**config.mk**
```make
export PLATFORM = sky130hd
export DESIGN_NAME = div_scheduler
export DESIGN_NICKNAME = d
export VERILOG_FILES = /design/src/rtl/div_scheduler.sv
export SDC_FILE = /design/constraint.sdc
export NUM_CORES = 1
export LEC_CHECK = 0
export CORE_MARGIN = 3
export CORE_UTILIZATION = 46
export CTS_CLUSTER_SIZE = 30
export DETAILED_ROUTE_END_ITERATION = 10
export HOLD_SLACK_MARGIN = 0.05
export PLACE_DENSITY = 0.76
export SYNTH_ARGS = -nofsm -noshare
export SYNTH_HDL_FRONTEND = slang
export SYNTH_SLANG_ARGS = --single-unit
```
**constraint.sdc**
```tcl
create_clock -name clk -period 5 [get_ports clk]
set_clock_uncertainty 0.15 [all_clocks]
set_input_delay 1 -clock clk [delete_from_list [all_inputs] [get_ports clk]]
set_output_delay 1 -clock clk [all_outputs]
set_load 0.03 [all_outputs]
```
**src/rtl/div_scheduler.sv**
```systemverilog
// div_scheduler: round-robin arbiter feeding one shared serial Divider, one job in flight.
// Optional DIV_TIMEOUT_EN adds a WAIT/RECV watchdog that answers with rsp_err and all-ones data.
module div_scheduler #(
  parameter int NIB = 4,
  parameter int RES_W = 8,
  parameter int TIMEOUT = 64
) (
  input  logic             clk,
  input  logic             rst_n,
  input  logic             req0_valid,
  input  logic             req1_valid,
  input  logic [4*NIB-1:0] req0_data,
  input  logic [4*NIB-1:0] req1_data,
  output logic             req0_ready,
  output logic             req1_ready,
  output logic             in_valid,
  output logic [3:0]       in_data,
  input  logic             out_valid,
  input  logic             out_data,
  output logic             rsp_valid,
  output logic             rsp_id,
  output logic [RES_W-1:0] rsp_data,
  output logic             rsp_err
);
  localparam int NW = $clog2(NIB + 1);
  localparam int BW = $clog2(RES_W + 1);
  typedef enum logic [2:0] {IDLE, SEND, WAIT, RECV, RESP} state_t;
  state_t state;
  logic [4*NIB-1:0] cap, sh, sel;
  logic [NW-1:0] ncnt;
  logic [BW-1:0] bcnt;
  logic [RES_W-1:0] res, res_nx;
  logic pri, owner, grant0, grant1, last_bit;
`ifdef DIV_TIMEOUT_EN
  localparam int TW = $clog2(TIMEOUT + 1);
  logic [TW-1:0] tcnt;
`else
  assign rsp_err = 1'b0;
`endif
  // pri names the requester preferred on a tie; it flips away from whoever was just granted
  always_comb begin
    grant0 = state == IDLE && req0_valid && (!req1_valid || !pri);
    grant1 = state == IDLE && req1_valid && (!req0_valid || pri);
    sel = grant1 ? req1_data : req0_data;
    sh = cap << 4;
    res_nx = (res << 1) | RES_W'(out_data);
    last_bit = (state == WAIT || state == RECV) && out_valid && bcnt == BW'(RES_W - 1);
  end
  assign req0_ready = rst_n && grant0;
  assign req1_ready = rst_n && grant1;
  always_ff @(posedge clk or negedge rst_n) begin
    if (!rst_n) begin
      state <= IDLE;
      cap <= '0;
      ncnt <= '0;
      bcnt <= '0;
      res <= '0;
      pri <= 1'b0;
      owner <= 1'b0;
      in_valid <= 1'b0;
      in_data <= '0;
      rsp_valid <= 1'b0;
      rsp_id <= 1'b0;
      rsp_data <= '0;
`ifdef DIV_TIMEOUT_EN
      rsp_err <= 1'b0;
      tcnt <= '0;
`endif
    end else begin
      case (state)
        IDLE: if (grant0 || grant1) begin
          state <= SEND;
          owner <= grant1;
          pri <= grant0;
          cap <= sel;
          ncnt <= '0;
          in_valid <= 1'b1;
          in_data <= sel[4*NIB-1 -: 4];
        end
        SEND: if (ncnt == NW'(NIB - 1)) begin
          state <= WAIT;
          ncnt <= '0;
          in_valid <= 1'b0;
          in_data <= '0;
`ifdef DIV_TIMEOUT_EN
          tcnt <= '0;
`endif
        end else begin
          ncnt <= ncnt + NW'(1);
          cap <= sh;
          in_data <= sh[4*NIB-1 -: 4];
        end
        WAIT, RECV: begin
          if (out_valid) begin
            res <= res_nx;
            bcnt <= bcnt + BW'(1);
            state <= RECV;
          end
          if (last_bit) begin
            state <= RESP;
            bcnt <= '0;
            rsp_valid <= 1'b1;
            rsp_id <= owner;
            rsp_data <= res_nx;
`ifdef DIV_TIMEOUT_EN
            rsp_err <= 1'b0;
          end else if (tcnt == TW'(TIMEOUT - 1)) begin
            state <= RESP;
            bcnt <= '0;
            rsp_valid <= 1'b1;
            rsp_id <= owner;
            rsp_data <= '1;
            rsp_err <= 1'b1;
          end else begin
            tcnt <= tcnt + TW'(1);
`endif
          end
        end
        RESP: begin
          rsp_valid <= 1'b0;
          state <= IDLE;
        end
        default: state <= IDLE;
      endcase
    end
  end
endmodule

```
==> key figures, run 1 <==
CTS
  – H-Tree Level Count: 2
  – Clk sinks: 46
  – Clk_lat worst skew: 300 ps
  – CTS tree: built
  – CTS clk-pin slew, worst paths: about 80 ps
  – CTS-repair resized insts: 0
  – CTS Buffer Depth: 2
  – CTS root buf: clkbuf_8
  – Num CTS Buffers: 5
  – Setup Fix Bufs, Post-CTS: 0
  – Cts hold-fix bufs: 0

Yosys
  – Distinct cells, synth: 39
  – Cells after Synth: 188
  – Flops & latches, synth: 46
  – Mapped cell area: 2100 µm²
  – Mapped Nets: 228
  – Register area share after synthesis: 54.7%
  – Synthesized area per cell: roughly 11 µm²
  – Yosys top cell area share: 54.7%
  – Async SR Flop Fraction: 100%
  – Synth area leaders: dfrtp_1 55%, mux2i_1 7.6%, mux2_2 5.4%
  – Synth Warn #: 0
  – Ys flop type: dfrtp_1
  – Number of synthesized flops with an enable pin: 0
  – Cell taking the most area after synthesis: dfrtp_1

Timing
  – RSZ-0062 raised after global routing: no
  – Minimum clock period: just over 4000 ps
  – Final Hold Viols: 0
  – Maximum clock rate: 249 MHz
  – Final setup margin: 979 ps
  – Final Max Slew Viols: 0
  – Final setup violating endpoints: 0
  – Hold slack: 349 ps
  – Final Cycle Share: 80.4%
  – Slew @ Worst Pin: slightly below 1000 ps
  – Relative slew margins: 35.2%
  – Final setup TNS: 0 ps

Hold path
  – Min-Delay Path Class: register to register

Placed design
  – Final Wtd Congestion: 0.769
  – DP Worst Slack: 1080 ps
  – Post-DP HPWL: 3.57 mm
  – I/O Buffers: 54

Die
  – Die ar.: 5420 µm²
  – Chip height: 73.6 µm
  – Row count: 23
  – Initial Util: approximately 50%
  – Total core area: about 4200 µm²
  – Die Wd: 73.6 µm
  – Number of top-level pins: 56

Critical path
  – CP Class: input pin to output port
  – Worst EP arrival: 2870 ps
  – Slowest CP cell: clkdlybuf4s50_1
  – Crit path cell chain: clkdlybuf4s50_1, nand2_1, a211oi_1, clkdlybuf4s50_1
  – Most common cell on crit path: clkdlybuf4s50_1
  – Crit path max fanout: 6
  – CP Data Required Time: a little under 4000 ps
  – Setup crit end kind: output port
  – CP startpoint kind: input pin
  – Worst stage delay on the critical path: 760 ps

Global routing
  – GRT Util Overall: 20.0%
  – Largest net degree at the start of global routing: 47
  – Vias in the first global route: 1,693
  – Gr ovfl total: 0
  – First-pass GRT wire length: 8.16 mm
  – Initial antenna violation count: 0

Power
  – Leakage: 1.32 nW
  – Int Pwr: around 1.1 mW
  – Clock power share: between 20% and 30%
  – Sw power: approximately 0.6 mW
  – Sw Ratio: 36.1%
  – Tot Pwr: 1.65 mW
  – Flop pwr share: 39.9%
  – Power Dens Cells: 589 nW/µm²
  – Combinational share of power: 39.8%
  – Worst vdd ir: 398 µV

Drt
  – DRC viols: 0
  – Via count: ~1,600
  – Routed len/inst: 16.9 µm
  – Vias per Instance: between 5 and 6
  – Final wirelength: 4.94 mm
  – Starting DRT DRC Count: 139
  – Routed Antenna Nets: 0
  – 1st-pass router iterations: 4

Cells and area
  – Nets@finish: around 280
  – Diode count: 0
  – Finished Core Util: 66.5%
  – Syn-to-layout area delta: 32.9%
  – Layout cells sized above 1: 10.7%

Flow run
  – Max-Cap Viols: 0

Outcome
  – Run status: finished clean
[metal layers]
metal	up-vias	track usage [%]	wire length (µm)
li1	776	-	-
met1	787	26.5	2160
met2	49	30.5	2380
met3	10	6.02	301
met4	0	8.45	104
met5	-	0	0
[worst max-delay path, delay by kind of cell]
family	cells	cell delay, ps
buf+inv	2	1350
simple gates	1	130
compound gates	1	390
[Yosys cell counts, types with 2 or more instances]
cell       number
dfrtp_1        46
nand2_1        29
mux2i_1        16
nor2_1         15
mux2_2         10
nor3_1         10
a211oi_1        9
o21ai_0         5
a22oi_1         4
o2bb2ai_1       4
buf_2           3
buf_4           3
a21o_1          2
a21oi_1         2
buf_6           2
ha_1            2
nor2b_1         2
nor4_1          2
o21ai_1         2
[sequential cells by signal, indices dropped and copies added, names as in the netlist]
register   count
cap           12
rsp_data       8
res            7
bcnt           4
in_data        4
ncnt           3
state          3
in_valid       1
owner          1
pri            1
rsp_id         1
rsp_valid      1
[final timing paths]
| path | from | to | slack (ps) | cells past startpoint |
|---|---|---|---|---|
| setup / recovery | req0_valid | req0_ready | 980 | 4 |
| hold / removal | res[2] | res[3] | 350 | 2 |
| setup reg to reg | state[2] | rsp_id | 2740 | 3 |
| hold reg to reg | res[2] | res[3] | 350 | 2 |
| max in group asynchronous | rst_n | cap[2] | 3660 | 2 |
| min in group asynchronous | rst_n | in_data[0] | 650 | 2 |
[through the flow]
step	cell area, µm²	instances
after CTS	2800	293
after global placement	2650	285
final	2800	293
after global routing	2800	293
after floorplan	2100	188
after detailed placement	2650	285
[logic make-up (layout without fill, tap and decap cells)]
kind of cell / count (synthesis) / in the layout / synth area share [%]
XOR/XNOR: 1 / 1 / 0.416
adder cells (fa/ha/maj): 2 / 2 / 1.19
buffers and inverters: 10 / 65 / 3.21
flip-flops: 46 / 46 / 54.7
AND/OR/NAND/NOR: 68 / 68 / 15.3
multiplexers: 26 / 26 / 13.0
other: 1 / 1 / 0.178
AO/OA/AOI/OAI: 34 / 34 / 12.0
[power by group through the flow]
stage | registers (mW) | clock network (mW) | logic, mW
5_1_grt | 0.678 | 0.360 | 0.720
6_report | 0.657 | 0.335 | 0.656
3_5_place_dp | 0.663 | 0 | 0.655
3_3_place_gp | 0.657 | 0 | 0.633
4_1_cts | 0.657 | 0.344 | 0.660
2_1_floorplan | 0.744 | 0 | 0.331
[layout make-up]
class	instances	area, µm²
fillers	331	1410
flip-flops and latches	46	1150
multi-input cells	132	885
repair buffers	56	551
clock buffers	6	82.6
well taps	50	62.6
clock inverters	2	60.1
inverters	1	3.75
[cell usage in the layout, fill, tap and decap left out, drive strengths merged, types with 2 or more instances in the layout]
master | synthesis | final
nor4 | 2 | 2
dfrtp | 46 | 46
buf | 8 | 3
a21o | 2 | 2
nand2 | 29 | 29
clkdlybuf4s50 | 0 | 53
a21oi | 2 | 2
mux2i | 16 | 16
nor2 | 17 | 17
ha | 2 | 2
a22oi | 4 | 4
a211oi | 9 | 9
mux2 | 10 | 10
nor3 | 11 | 11
o21ai | 7 | 7
clkbuf | 1 | 6
nor2b | 2 | 2
bufinv | 0 | 2
o2bb2ai | 4 | 4
Power figures use the tool's default switching activity.
==> run 2: changes to the inputs <==
--- a/config.mk
+++ b/config.mk
@@ -6,11 +6,11 @@
 export NUM_CORES = 1
 export LEC_CHECK = 0
 export CORE_MARGIN = 3
-export CORE_UTILIZATION = 46
+export CORE_UTILIZATION = 43
 export CTS_CLUSTER_SIZE = 30
 export DETAILED_ROUTE_END_ITERATION = 10
 export HOLD_SLACK_MARGIN = 0.05
-export PLACE_DENSITY = 0.76
+export PLACE_DENSITY = 0.75
 export SYNTH_ARGS = -nofsm -noshare
 export SYNTH_HDL_FRONTEND = slang
 export SYNTH_SLANG_ARGS = --single-unit
==> constraint.sdc (replaced) <==
create_clock -name clk -period 3.4 [get_ports clk]
set_clock_uncertainty 0.15 [all_clocks]
set_input_delay 0.68 -clock clk [delete_from_list [all_inputs] [get_ports clk]]
set_output_delay 0.68 -clock clk [all_outputs]
set_load 0.03 [all_outputs]
==> run 2 against run 1 <==
Against the previous run: critical endpoint unchanged; non-clock buffer count grew 4; global-route usage shrank 3.2 points; highest routed layer unchanged; hold slack lost 23 ps; largest cell class unchanged.
==> key figures, run 2 (synthesis gave the netlist of run 1 again) <==
Hold path
  – Min-Delay Path Class: input pin to async pin (was register to register)

Cells and area
  – Nets@finish: 286 (was 282)
  – Diode count: 0 (unchanged)
  – Largest regs: cap x12, rsp_data x8, res x7 (unchanged)
  – Syn-to-layout area delta: 36.2% (was 32.9%)
  – Reg with most FFs: cap (unchanged)
  – Layout cells sized above 1: 13.0% (was 10.7%)
  – Max reg flops: 12 (unchanged)
  – Commonest non-fill, non-tap cell in the layout: clkdlybuf4s50_1 (unchanged)
  – Most frequent cells in the layout: 51 x clkdlybuf4s50_1, 46 x dfrtp_1, 29 x nand2_1 (was 53 x clkdlybuf4s50_1, 46 x dfrtp_1, 29 x nand2_1)
  – Finished Core Util: 63.2% (was 66.5%)
  – Finished Layout Cells: 312 (was 293)

CTS
  – Clk_lat worst skew: 300 ps (about the same)
  – CTS-repair resized insts: 0 (unchanged)
  – Cts hold-fix bufs: 0 (unchanged)
  – Num CTS Buffers: 5 (unchanged)
  – CTS clk-pin slew, worst paths: 80 ps (about the same)
  – CTS root buf: clkbuf_8 (unchanged)
  – Clk sinks: 46 (unchanged)
  – CTS Buffer Depth: 2 (unchanged)
  – CTS tree: built (unchanged)
  – Setup Fix Bufs, Post-CTS: 0 (unchanged)
  – H-Tree Level Count: 2 (unchanged)

Critical path
  – Setup crit end kind: output port (unchanged)
  – CP Data Required Time: 2570 ps (was 3850 ps)
  – CP startpoint kind: input pin (unchanged)
  – Slowest CP cell: clkdlybuf4s50_1 (unchanged)
  – Worst stage delay on the critical path: 600 ps (was 760 ps)
  – CP Class: input pin to output port (unchanged)
  – Crit path cell chain: clkdlybuf4s50_1, nand2_1, a211oi_1, buf_12 (was clkdlybuf4s50_1, nand2_1, a211oi_1, clkdlybuf4s50_1)
  – Delay-heaviest family, CP: buffers and inverters (unchanged)
  – Worst EP arrival: 2030 ps (was 2870 ps)
  – Crit path max fanout: 6 (unchanged)
  – Buffer and inverter count on the worst path: 2 (unchanged)

Timing
  – Slew @ Worst Pin: 652 ps (was 970 ps)
  – Maximum clock rate: 350 MHz
  – Final Hold Viols: 0 (unchanged)
  – Final Cycle Share: a little over four fifths
  – Minimum clock period: 2860 ps
  – Final Max Slew Viols: 0 (unchanged)
  – Final setup TNS: 0 ps (unchanged)
  – Relative slew margins: 56.3% (was 35.2%)
  – Final setup violating endpoints: 0 (unchanged)
  – RSZ-0062 raised after global routing: no (unchanged)

Flow run
  – Max-Cap Viols: 0 (unchanged)

Placed design
  – I/O Buffers: 54 (unchanged)
  – Cell Count Post-Placement: 304 (was 285)
  – Post-DP HPWL: 3.34 mm (was 3.57 mm)
  – Final Wtd Congestion: 0.752 (was 0.769)

Power
  – Power Dens Cells: 848 nW/µm² (was 589 nW/µm²)
  – Worst vdd ir: 461 µV (was 398 µV)
  – Leakage: 1.34 nW (was 1.32 nW)
  – Tot Pwr: 2.43 mW (was 1.65 mW)

Drt
  – Routed len/inst: 15.0 µm (was 16.9 µm)
  – DRC viols: 0 (unchanged)
  – Vias per Instance: 5.28 (was 5.54)
  – Routed Antenna Nets: 0 (unchanged)
  – Via count: 1,648 (was 1,622)
  – 1st-pass router iterations: 4 (unchanged)
  – Final wirelength: 4.67 mm (was 4.94 mm)
  – Starting DRT DRC Count: 87 (was 139)

Die
  – Number of top-level pins: 56 (unchanged)
  – Chip height: 75.9 µm (was 73.6 µm)
  – Die ar.: 5770 µm² (was 5420 µm²)
  – Die Wd: 75.9 µm (was 73.6 µm)
  – Total core area: 4530 µm² (was 4200 µm²)
  – Row count: 24 (was 23)
  – Initial Util: 46.4% (was 50.1%)

Global routing
  – Initial antenna violation count: 0 (unchanged)
  – M3 GR Usage: 5.69% (was 6.02%)
  – Gr ovfl total: 0 (unchanged)
  – GRT Util Overall: 16.8% (was 20.0%)
  – Largest net degree at the start of global routing: 47 (unchanged)
  – GRT met1 Usage: 21.1% (was 26.5%)
  – GRT busiest layer: met2 (unchanged)
  – First-pass GRT wire length: 7.91 mm (was 8.16 mm)
  – Vias in the first global route: 1,685 (was 1,693)
  – Met2 GRT Util: 27.8% (was 30.5%)

Outcome
  – Run status: finished clean (unchanged)
run 2: cell types whose count changed in the layout (fill, tap and decap cells not counted):
cell,change
buf_4,+4
buf_12,+2
clkdlybuf4s50_1,-2
run 2: metal layers:
layer  routed length (µm)  share of wire, %
met4                   39              0.83
met5                    0                 0
met2                 2270                49
met1                 2090                45
met3                  273               5.8
run 2: path summary, 6_finish.rpt:
check	from	to	slack, ps	cells past startpoint
max reg2reg	state[1]	cap[1]	1470	4
min in group clk	res[6]	res[6]	340	2
min	rst_n	in_data[2]	330	2
max	req0_valid	req0_ready	540	4
min reg2reg	res[6]	res[6]	340	2
max in group asynchronous	rst_n	in_valid	2380	2
run 2: where the power goes:
group          switching (mW)  internal, mW  total (mW)
registers               0.163         0.796       0.959
clock network           0.182         0.313       0.496
logic                   0.517         0.457       0.974
run 2: metrics by stage:
step / worst slack, ps / hold WS (ps) / instance area (µm²)
floorplan: 1020 / 234 / 2100
finish: 543 / 326 / 2860
global placement: 621 / 315 / 2720
detailed placement: 593 / 313 / 2720
CTS: 555 / 346 / 2860
global route: 505 / 373 / 2860
run 2: final cells by class:
type | instances | area, µm²
multi-input combinational | 132 | 885
inverter | 1 | 3.75
tap | 65 | 81.3
fill | 367 | 1670
timing repair buffer | 60 | 601
clock buffer | 6 | 82.6
clock inverter | 2 | 60.1
sequential | 46 | 1150
==> run 3: changes to the inputs <==
--- a/config.mk
+++ b/config.mk
@@ -6,11 +6,11 @@
 export NUM_CORES = 1
 export LEC_CHECK = 0
 export CORE_MARGIN = 3
-export CORE_UTILIZATION = 43
+export CORE_UTILIZATION = 46
 export CTS_CLUSTER_SIZE = 30
 export DETAILED_ROUTE_END_ITERATION = 10
 export HOLD_SLACK_MARGIN = 0.05
-export PLACE_DENSITY = 0.75
+export PLACE_DENSITY = 0.76
 export SYNTH_ARGS = -nofsm -noshare
 export SYNTH_HDL_FRONTEND = slang
 export SYNTH_SLANG_ARGS = --single-unit
==> constraint.sdc (replaced) <==
create_clock -name clk -period 2.72 [get_ports clk]
set_clock_uncertainty 0.15 [all_clocks]
set_input_delay 0.544 -clock clk [delete_from_list [all_inputs] [get_ports clk]]
set_output_delay 0.544 -clock clk [all_outputs]
set_load 0.03 [all_outputs]
==> run 3 against run 2 <==
Against the previous run: hold slack lost 130 ps; total power is 24% higher; largest cell class unchanged; critical path depth did not move; largest power group unchanged; highest routed layer unchanged; sequential share of layout area increased by 0.52 points.
==> key figures, run 3 (synthesis gave the netlist of run 1 again) <==
Outcome
  – Run status: finished clean (unchanged)

Cells and area
  – Layout cells sized above 1: 13.0% (unchanged)
  – FF/Latch Area: 1150 µm² (unchanged)
  – Layout fillers: 344 (was 367)
  – Commonest non-fill, non-tap cell in the layout: clkdlybuf4s50_1 (unchanged)
  – Diode count: 0 (unchanged)
  – Most frequent cells in the layout: 51 x clkdlybuf4s50_1, 46 x dfrtp_1, 29 x nand2_1 (unchanged)
  – Nets@finish: 286 (unchanged)
  – Reg with most FFs: cap (unchanged)
  – Finished Layout Cells: 297 (was 312)
  – Syn-to-layout area delta: 34.4% (was 36.2%)
  – Max reg flops: 12 (unchanged)
  – Multi-input combinational cell area: 885 µm² (unchanged)
  – Largest regs: cap x12, rsp_data x8, res x7 (unchanged)

Die
  – Row count: 23 (was 24)
  – Die ar.: 5420 µm² (was 5770 µm²)
  – Total core area: 4200 µm² (was 4530 µm²)
  – Number of top-level pins: 56 (unchanged)
  – Initial Util: 50.1% (was 46.4%)
  – Chip height: 73.6 µm (was 75.9 µm)
  – Die Wd: 73.6 µm (was 75.9 µm)

Critical path
  – Buffer and inverter count on the worst path: 1 (was 2)
  – CP startpoint kind: register (was input pin)
  – CP Class: register to output port (was input pin to output port)
  – Setup crit end kind: output port (unchanged)
  – Delay-heaviest family, CP: compound AO/OA/AOI/OAI gates (was buffers and inverters)
  – Worst EP arrival: 1920 ps (was 2030 ps)
  – Crit path max fanout: 8 (was 6)
  – Slowest CP cell: a211oi_1 (was clkdlybuf4s50_1)
  – CP Data Required Time: 2030 ps (was 2570 ps)
  – Crit path cell chain: nor3_2, nand2_1, a211oi_1, buf_12 (was clkdlybuf4s50_1, nand2_1, a211oi_1, buf_12)
  – Reg2reg setup slack: 470 ps (was 1470 ps)
  – Worst stage delay on the critical path: 480 ps (was 600 ps)

Placed design
  – I/O Buffers: 54 (unchanged)
  – Final Wtd Congestion: 0.783 (was 0.752)
  – DP Worst Slack: 153 ps (was 593 ps)
  – Post-DP HPWL: 3.45 mm (was 3.34 mm)
  – Cell Count Post-Placement: 289 (was 304)

CTS
  – CTS Buffer Depth: 2 (unchanged)
  – Clk sinks: 46 (unchanged)
  – Num CTS Buffers: 5 (unchanged)
  – CTS root buf: clkbuf_8 (unchanged)
  – CTS tree: built (unchanged)
  – CTS-repair resized insts: 0 (unchanged)
  – H-Tree Level Count: 2 (unchanged)
  – CTS clk-pin slew, worst paths: 80 ps (about the same)
  – Setup Fix Bufs, Post-CTS: 0 (unchanged)
  – Clk_lat worst skew: 300 ps (about the same)
  – Cts hold-fix bufs: 0 (unchanged)

Timing
  – Final Cycle Share: 96.1%
  – Final Max Slew Viols: 0 (unchanged)
  – Slew @ Worst Pin: 993 ps (was 652 ps)
  – RSZ-0062 raised after global routing: no (unchanged)
  – Final Hold Viols: 0 (unchanged)
  – Maximum clock rate: 382 MHz
  – Final setup margin: 105 ps (was 543 ps)
  – Final setup violating endpoints: 0 (unchanged)
  – Minimum clock period: 2620 ps
  – Relative slew margins: 33.7% (was 56.3%)
  – Final setup TNS: 0 ps (unchanged)

Power
  – Power Dens Cells: 1060 nW/µm² (was 848 nW/µm²)
  – Leakage: 1.34 nW (about the same)
  – Worst vdd ir: 630 µV (was 461 µV)
  – Tot Pwr: 3.01 mW (was 2.43 mW)

Drt
  – Vias per Instance: 5.46 (was 5.28)
  – Starting DRT DRC Count: 56 (was 87)
  – Via count: 1,621 (was 1,648)
  – DRC viols: 0 (unchanged)
  – 1st-pass router iterations: 4 (unchanged)
  – Final wirelength: 4.72 mm (was 4.67 mm)
  – Routed len/inst: 15.9 µm (was 15.0 µm)
  – Routed Antenna Nets: 0 (unchanged)

Flow run
  – Max-Cap Viols: 0 (unchanged)

Global routing
  – Initial antenna violation count: 0 (unchanged)
  – GRT Util Overall: 19.2% (was 16.8%)
  – Vias in the first global route: 1,607 (was 1,685)
  – Gr ovfl total: 0 (unchanged)
  – Largest net degree at the start of global routing: 47 (unchanged)
  – First-pass GRT wire length: 7.90 mm (was 7.91 mm)

Hold path
  – Min-Delay Path Class: input pin to async pin (unchanged)
run 3: cell types whose count changed in the layout (fill, tap and decap cells not counted), sizes merged:
cell,change
clkbuf,-1
clkinv,+1
run 3: power by group:
part	switching [mW]	total [mW]	internal, mW	leakage, nW
sequential	0.204	1.20	0.996	0.572
combinational	0.644	1.21	0.564	0.698
clock	0.231	0.599	0.368	0.0683
run 3: per-stage QoR:
stage	hold WS (ps)	utilization, %	cell area, µm²
floorplan	98.4	-	2100
global placement	312	64.0	2690
detailed placement	315	64.0	2690
CTS	213	67.3	2830
global route	251	67.3	2830
finish	198	67.3	2830
run 3: final cells by class:
| cell class | instances | area share [%] |
|---|---|---|
| well taps | 50 | 2.21 |
| clock inverters | 3 | 2.43 |
| inverters | 1 | 0.133 |
| flip-flops and latches | 46 | 40.7 |
| multi-input cells | 132 | 31.3 |
| clock buffers | 5 | 2.43 |
| repair buffers | 60 | 20.8 |
run 3: worst paths after layout:
kind | to | depth (start not counted) | startpoint
worst max-delay path | req0_ready | 4 | state[1]
worst min-delay path | in_data[3] | 2 | rst_n
worst max register to register | state[0] | 5 | ncnt[0]
worst min register to register | res[6] | 2 | res[6]
max in group asynchronous | cap[1] | 2 | rst_n
min in group clk | res[6] | 2 | res[6]
run 3: metal layers:
layer	up-vias	GRT usage (%)	wire length [µm]	share of wire, %
met2	37	30.2	2260	48
met3	7	5.75	291	6.2
met1	792	25.6	2130	45
li1	785	-	-	-
met5	-	0	0	0
met4	0	5.43	45	0.95
